`src/rtl/o1_seq.sv`:
```
// Exhaustive 4-input truth-table sweeper: steps a..d through all 16 vectors,
// settles each one, samples y against an expected table and records mismatches.
module o1_seq #(
    parameter int unsigned SETTLE = 2
) (
    input  logic        clk,
    input  logic        rst,
    input  logic        start_i,
    input  logic        abort_i,
    input  logic [15:0] exp_tt_i,
    input  logic        y_i,
    output logic        a_o,
    output logic        b_o,
    output logic        c_o,
    output logic        d_o,
    output logic        busy_o,
    output logic        done_o,
    output logic        aborted_o,
    output logic        pass_o,
    output logic [4:0]  err_cnt_o,
    output logic [3:0]  first_fail_idx_o,
    output logic [15:0] fail_vec_o
);

    typedef enum logic [1:0] {
        IDLE   = 2'd0,
        SETTLE_ST = 2'd1,
        SAMPLE = 2'd2,
        DONE   = 2'd3
    } state_t;

    localparam logic [3:0] CNT_RELOAD = 4'(SETTLE - 1);

    state_t      state_q, state_d;
    logic [3:0]  idx_q, idx_d;
    logic [3:0]  cnt_q, cnt_d;
    logic [4:0]  err_q, err_d;
    logic [3:0]  ffi_q, ffi_d;
    logic [15:0] fv_q, fv_d;
    logic        pass_q, pass_d;
    logic        aborted_q, aborted_d;
    logic        busy_q, busy_d;
    logic        done_q, done_d;
    logic        mismatch_s;

    assign mismatch_s = y_i ^ exp_tt_i[idx_q];

    // Next-state and bookkeeping for the sweep FSM.
    always_comb begin
        state_d   = state_q;
        idx_d     = idx_q;
        cnt_d     = cnt_q;
        err_d     = err_q;
        ffi_d     = ffi_q;
        fv_d      = fv_q;
        pass_d    = pass_q;
        aborted_d = aborted_q;
        case (state_q)
            IDLE: begin
                if (start_i) begin
                    idx_d     = 4'd0;
                    cnt_d     = CNT_RELOAD;
                    err_d     = 5'd0;
                    ffi_d     = 4'd0;
                    fv_d      = 16'h0000;
                    pass_d    = 1'b0;
                    aborted_d = 1'b0;
                    state_d   = SETTLE_ST;
                end else begin
                    state_d = IDLE;
                end
            end
            SETTLE_ST: begin
                if (abort_i) begin
                    aborted_d = 1'b1;
                    idx_d     = 4'd0;
                    state_d   = IDLE;
                end else if (cnt_q == 4'd0) begin
                    state_d = SAMPLE;
                end else begin
                    cnt_d = cnt_q - 4'd1;
                end
            end
            SAMPLE: begin
                if (abort_i) begin
                    aborted_d = 1'b1;
                    idx_d     = 4'd0;
                    state_d   = IDLE;
                end else begin
                    if (mismatch_s) begin
                        fv_d[idx_q] = 1'b1;
                        // Saturate defensively; 16 vectors can never exceed 16 errors.
                        if (err_q != 5'd16) begin
                            err_d = err_q + 5'd1;
                        end else begin
                            err_d = err_q;
                        end
                        if (err_q == 5'd0) begin
                            ffi_d = idx_q;
                        end else begin
                            ffi_d = ffi_q;
                        end
                    end else begin
                        fv_d = fv_q;
                    end
                    if (idx_q == 4'd15) begin
                        pass_d  = (err_d == 5'd0);
                        state_d = DONE;
                    end else begin
                        idx_d   = idx_q + 4'd1;
                        cnt_d   = CNT_RELOAD;
                        state_d = SETTLE_ST;
                    end
                end
            end
            DONE: begin
                state_d = IDLE;
            end
            default: begin
                state_d = IDLE;
            end
        endcase
        busy_d = (state_d == SETTLE_ST) || (state_d == SAMPLE);
        done_d = (state_d == DONE);
    end

    // State and registered outputs.
    always_ff @(posedge clk or posedge rst) begin
        if (rst) begin
            state_q   <= IDLE;
            idx_q     <= 4'd0;
            cnt_q     <= 4'd0;
            err_q     <= 5'd0;
            ffi_q     <= 4'd0;
            fv_q      <= 16'h0000;
            pass_q    <= 1'b0;
            aborted_q <= 1'b0;
            busy_q    <= 1'b0;
            done_q    <= 1'b0;
        end else begin
            state_q   <= state_d;
            idx_q     <= idx_d;
            cnt_q     <= cnt_d;
            err_q     <= err_d;
            ffi_q     <= ffi_d;
            fv_q      <= fv_d;
            pass_q    <= pass_d;
            aborted_q <= aborted_d;
            busy_q    <= busy_d;
            done_q    <= done_d;
        end
    end

    assign {a_o, b_o, c_o, d_o} = idx_q;
    assign busy_o           = busy_q;
    assign done_o           = done_q;
    assign aborted_o        = aborted_q;
    assign pass_o           = pass_q;
    assign err_cnt_o        = err_q;
    assign first_fail_idx_o = ffi_q;
    assign fail_vec_o       = fv_q;

endmodule

```
`config.mk`:
```
export PLATFORM = sky130hd
export DESIGN_NAME = o1_seq
export DESIGN_NICKNAME = d
export VERILOG_FILES = /design/src/rtl/o1_seq.sv
export SDC_FILE = /design/constraint.sdc
export NUM_CORES = 1
export LEC_CHECK = 0
export CAP_MARGIN = 20
export CORE_MARGIN = 5
export CORE_UTILIZATION = 45
export CTS_CLUSTER_SIZE = 30
export DETAILED_ROUTE_END_ITERATION = 8
export GPL_TIMING_DRIVEN = 0
export PLACE_DENSITY = 0.73
export SYNTH_ARGS = -nofsm -noshare
export SYNTH_HDL_FRONTEND = slang
export SYNTH_SLANG_ARGS = --single-unit
export TNS_END_PERCENT = 30
```
`constraint.sdc`:
```
create_clock -name clk -period 4.1 [get_ports clk]
set_input_delay 1.025 -clock clk [delete_from_list [all_inputs] [get_ports clk]]
set_output_delay 1.025 -clock clk [all_outputs]
set_load 0.02 [all_outputs]
```
# Yosys cells after proc, flatten, opt, wreduce, memory -nomap -nowiden
# Cells that the tools add are included.
totals:
  ff_bits: 39
  latch_bits: 0
  mem_bits_rw: 0
  mem_bits_ro: 0
  inputBits: 21
  output_inout_bits: 33
  wordCells: 95
  mem_count: 0
op_classes:
  add_sub_neg: 3
  mul: 0
  div_mod_pow: 0
  order_cmp: 2
  eq_ne: 19
  shifts: 0
  mux: 42
  n_bitwise: 2
  reduce_logical: 17
ops:
  columns: ["operator", "n"]
  rows:
  - ["$mux W16", 3]
  - ["$mux W4", 12]
  - ["$pmux W16 S2", 1]
  - ["$mux W5", 6]
  - ["$pmux W4 S3", 2]
  - ["$ne A2 B2 Y1 const B", 9]
  - ["$or A16 B16 Y16", 1]
  - ["$reduce_and A4 Y1", 3]
  - ["$logic_not A5 Y1", 2]
  - ["$pmux W5 S2", 1]
  - ["$eq A2 B2 Y1 const B", 4]
  - ["$mux W2", 4]
  - ["$pmux W2 S4", 1]
  - ["$pmux W4 S2", 1]
  - ["$mux W1", 7]
  - ["$reduce_and A3 Y1", 2]
  - ["$reduce_and A6 Y1", 1]
  - ["$add A5 B1 Y5 const B", 1]
  - ["$lt A4 B5 Y1 const B", 1]
  - ["$ne A5 B5 Y1 const B", 1]
  - ["$reduce_and A5 Y1", 1]
  - ["$add A4 B1 Y4 const B", 1]
  - ["$bmux W1 S4", 1]
  - ["$demux W1 S4", 1]
  - ["15 further kinds", 18]

# Depth between registers and ports, before layout
# Gate-level depths: netlist (run 1).
depth:
  word_depth: 10
  depth_mapped: 8
  ltp_nobuf: 8

# Least setup slack after synthesis (run 1)
# No wires, ideal clock.
synth_path:
  path_type: "input-to-reg"
  from: "input exp_tt_i[13]"
  to: "register pass_q, in the netlist pass_o"
  setup_ps: 104
  arrival_time_ps: 2613
  required_time_ps: 3996
  setup_slack_ps: 1383
  stages: 6
  n_path_buf: 0
  cell_sequence: "mux2i_1 mux4_2 xor2_4 o22ai_1 mux2_1 o41ai_2"
synth_via:
  elab_chain_cells: 10
synth_lines:
  columns: ["item", "line", "rtl"]
  rows:
  - ["from (decl)", "10", "input logic [15:0] exp_tt_i,"]
  - ["$bmux W1 S4", "46", "assign mismatch_s = y_i ^ exp_tt_i[idx_q];"]
  - ["$mux W1 (not written as such)", "46", null]
  - ["$xor A1 B1 Y1", "46", null]
  - ["$mux W5", "90", "if (mismatch_s) begin"]
  - ["$mux W5", "85", "if (abort_i) begin"]
  - ["$mux W5", "58", "case (state_q)"]
  - ["$logic_not A5 Y1", "107", "pass_d = (err_d == 5'd0);"]
  - ["$mux W1", "106", "if (idx_q == 4'd15) begin"]
  - ["$mux W1", "85", null]
  - ["$pmux W1 S2", "58", null]
  - ["to (signal assigned)", "147", "pass_q <= pass_d;"]
  - ["to (decl)", "40", "logic pass_q, pass_d;"]
# No other way between the ends. The select of a mux whose other input is x is not followed.
# A chain may end at the register's enable or synchronous reset.

# Worst setup path in the final report (run 1)
layout_path:
  from: "input exp_tt_i[12]"
  to: "register pass_q, in the netlist pass_o"
# The elaborated chain is that of the path after synthesis.

==> results of run 1 <==
-- how the worst max path moves through the flow --
stage | endpoint | startpoint | cells past startpoint | slack [ps]
after detailed placement | pass_o$_DFFE_PP0P_ | exp_tt_i[12] | 7 | 760
after floorplan | pass_o$_DFFE_PP0P_ | exp_tt_i[13] | 6 | 1380
after global routing | pass_o$_DFFE_PP0P_ | exp_tt_i[15] | 7 | 1000
after CTS | pass_o$_DFFE_PP0P_ | exp_tt_i[12] | 7 | 1040
final | pass_o$_DFFE_PP0P_ | exp_tt_i[12] | 7 | 1060
after global placement | pass_o$_DFFE_PP0P_ | exp_tt_i[13] | 7 | 770
-- registers in the layout, indices dropped and copies added, names as in the netlist, 2 cells and up --
name              flops
state_q               2
first_fail_idx_o      4
err_cnt_o             5
fail_vec_o           16
idx_q                 4
cnt_q                 4
-- stage by stage --
stage | instance area, um2 | setup slack [ps] | cells
2_1_floorplan | 2260 | 1380 | 231
3_3_place_gp | 2860 | 774 | 350
3_5_place_dp | 2860 | 761 | 350
4_1_cts | 2950 | 1040 | 358
5_1_grt | 2950 | 996 | 358
6_report | 2950 | 1060 | 358
-- cell families (layout without fill, tap and decap cells) --
group | after synthesis | after routing | share of synthesized area
fa+ha+maj | 13 | 13 | 0.0720
mux | 19 | 19 | 0.0958
flops | 39 | 39 | 0.432
compound gates | 54 | 54 | 0.150
xor+xnor | 4 | 4 | 0.0321
simple gates | 82 | 82 | 0.174
buf+inv | 20 | 80 | 0.0443
-- worst min-delay path, cell delays in order (launching register included) --
cell     delay, ps
dfrtp_1        340
a21oi_1         50
nor2_1          80
-- where the power goes --
part / switching (mW) / internal (mW)
clock network: 0.141 / 0.118
logic: 0.136 / 0.0974
registers: 0.0219 / 0.413
-- synthesized netlist by cell type (3+ instances only) --
cell and number:
o31ai_1 3, o21ai_0 15, nor3_1 7, mux2i_1 16, dfrtp_1 39, nor2_1 26
nand2_1 23, a21oi_1 20, nand3_1 7, ha_1 13, a22o_1 4, nand2b_1 6
inv_1 11, clkbuf_1 6
-- metal layers --
metal  track usage  part of all wire  vias to the layer above
met4        0.0490             0.011                        0
met5             0                 0                        -
met2         0.275              0.44                       68
met1         0.246              0.47                      884
li1              -                 -                      929
met3        0.0477             0.075                        8
-- final cells by class --
cell class	count	area [um2]	area share
flip-flops and latches	39	976	0.331
multi-input cells	172	1180	0.401
repair buffers	52	520	0.176
inverters	11	41.3	0.0140
plain buffers	9	58.8	0.0199
well taps	67	83.8	0.0284
clock inverters	3	20.0	0.00678
clock buffers	5	68.8	0.0233
==> results.sh, run 1 <==
export IMPL_area_delta_synth_final_pct=30.7
export IMPL_power_mw=0.927
export IMPL_synth_warnings=0
export IMPL_cap_violations=0
export IMPL_maxSlewHeadroom=0.471
export IMPL_netlist_area_leader_share=0.432
export IMPL_die_area_mm2=0.00654
export IMPL_synth_edf_count=0
export IMPL_leakage_nw=1.25
export IMPL_final_max_slew_viol_count=0
export IMPL_final_util=0.617
export IMPL_synth_ff_type="dfrtp_1"
export IMPL_async_flop_share=1.00
export IMPL_nets=324
export IMPL_port_buffers=52
export IMPL_vias=1889
export IMPL_overflow=0
export IMPL_start_kind="input port"
export IMPL_critPathCaptureType="flop"
export IMPL_hold_slack_ps=502
export IMPL_firstDrtPassIters=5
export IMPL_status="completed"
export IMPL_postCtsSetupRepairBufs=0
export IMPL_syn_area_mm2=0.00226
export IMPL_fillCellCount=413
export IMPL_layout_commonest_cell="clkdlybuf4s50_1"
export IMPL_grt_usage=0.178
export IMPL_rsz0062_at_grt="no"
export IMPL_initial_core_util=0.472
export IMPL_die_h_um=80.9
export IMPL_die_w_um=80.9
export IMPL_syn_num_nets=265
export IMPL_ctsHtreeMaxLevel=2
export IMPL_drt_wirelength_per_cell_um=15.0
export IMPL_gp_congestion=0.833
export IMPL_cts_sinks=39
export IMPL_ff2ff_path_depth=8
export IMPL_clock_latency_ps=290
export IMPL_syn_inst=231
export IMPL_antenna_found_initial=0
export IMPL_post_cts_resized=0
export IMPL_cts_root_buf="clkbuf_8"
export IMPL_fin_tns_setup_ps=0
export IMPL_rrSetupSlack_ps=1470
export IMPL_min_to="fail_vec_o[8]$_DFFE_PP0P_"
export IMPL_rows=25
export IMPL_regToRegStartpoint="idx_q[0]$_DFFE_PP0P_"
export IMPL_core_area_mm2=0.00479
export IMPL_holdCritStartpoint="fail_vec_o[8]$_DFFE_PP0P_"
export IMPL_min_path_type="flop to flop"
export IMPL_routed_wl_um=5380
export IMPL_diodes=0
export IMPL_grt_pass1_wl_um=9030
export IMPL_io_pin_count=54
export IMPL_drt_iter0_drc=146
export IMPL_final_setup_skew_ps=6.58
export IMPL_path_clk_slew_ps=80
export IMPL_cp_arrival_ps=3230
export IMPL_setup_viol=0
export IMPL_critPathTopFamily="multiplexers"
export IMPL_post_route_min_period_ps=3040
export IMPL_rr_endpoint="pass_o$_DFFE_PP0P_"
export IMPL_fmax_ghz=0.329
export IMPL_cts_tree="done"
export IMPL_synth_area_leaders="dfrtp_1, ha_1, mux2i_1, a21oi_1, nor2_1"
export IMPL_tightest_slew_ps=792
export IMPL_cts_hold_buffers_added=0
export IMPL_worst_path_max_fanout=6
export IMPL_avgViaCountPerCell=5.28
export IMPL_crit_path_cell_trace="clkdlybuf4s50_1 -> mux2i_1 -> mux4_2 -> xor2_4 -> o22ai_1 -> mux2_1 -> o41ai_2"
export IMPL_ys_seq_area_frac=0.432
export IMPL_cts_made_buffers=5
export IMPL_layout_common_cells="clkdlybuf4s50_1, dfrtp_1, nor2_1"
export IMPL_drc=0
export IMPL_cpPeakStageDelay_ps=540
export IMPL_yosysTopAreaCell="dfrtp_1"
export IMPL_p_per_area_mw_per_mm2=314
export IMPL_dp_hpwl_um=4010
export IMPL_synth_seq_cells=39
export IMPL_clk_path_buf_depth=2
export IMPL_drive_gt1_frac=0.0790
export IMPL_synth_avg_cell_area_um2=9.78
export IMPL_finalHoldViolCount=0
export IMPL_whs_path_depth=2
export IMPL_grt_start_max_net_pins=40
export IMPL_synth_cell_types=40
export IMPL_timing_critical_path_buf_inv=1
export IMPL_fin_crit_sh=0.741
export IMPL_required_ps=4290
export IMPL_ir_worst_vdd_v=0.000261
export IMPL_grt_pass1_vias=1867
export IMPL_critPathSlowestCell="mux4_2"
export IMPL_ant_nets=0
export IMPL_critPathKind="input port to flop"
No activity file was read; power rests on OpenSTA's default activity.
==> run 2, diff against run 1 <==
Clock period 4.1 ns to 2.8 ns, I/O delays scaled along.
==> results of run 2 <==
Same layout as run 1 (identical final DEF). Status: completed.
Among the figures that moved: setup slack after placement 761 ps -> -214 ps; setup slack after layout 1060 ps -> 87.1 ps; register-to-register setup slack 1470 ps -> 170 ps; total power 0.927 mW -> 1.36 mW; worst IR drop on VDD 0.000261 V -> 0.000382 V
==> run 3, diff against run 2 <==
Settings changed: ABC_CLOCK_PERIOD_IN_PS from default to 2800.
==> results of run 3 <==
Same layout as run 1 (identical final DEF). Status: completed.
Among the figures that moved: setup slack after placement 761 ps -> -214 ps; setup slack after layout 1060 ps -> 87.1 ps; register-to-register setup slack 1470 ps -> 170 ps; total power 0.927 mW -> 1.36 mW; worst IR drop on VDD 0.000261 V -> 0.000382 V
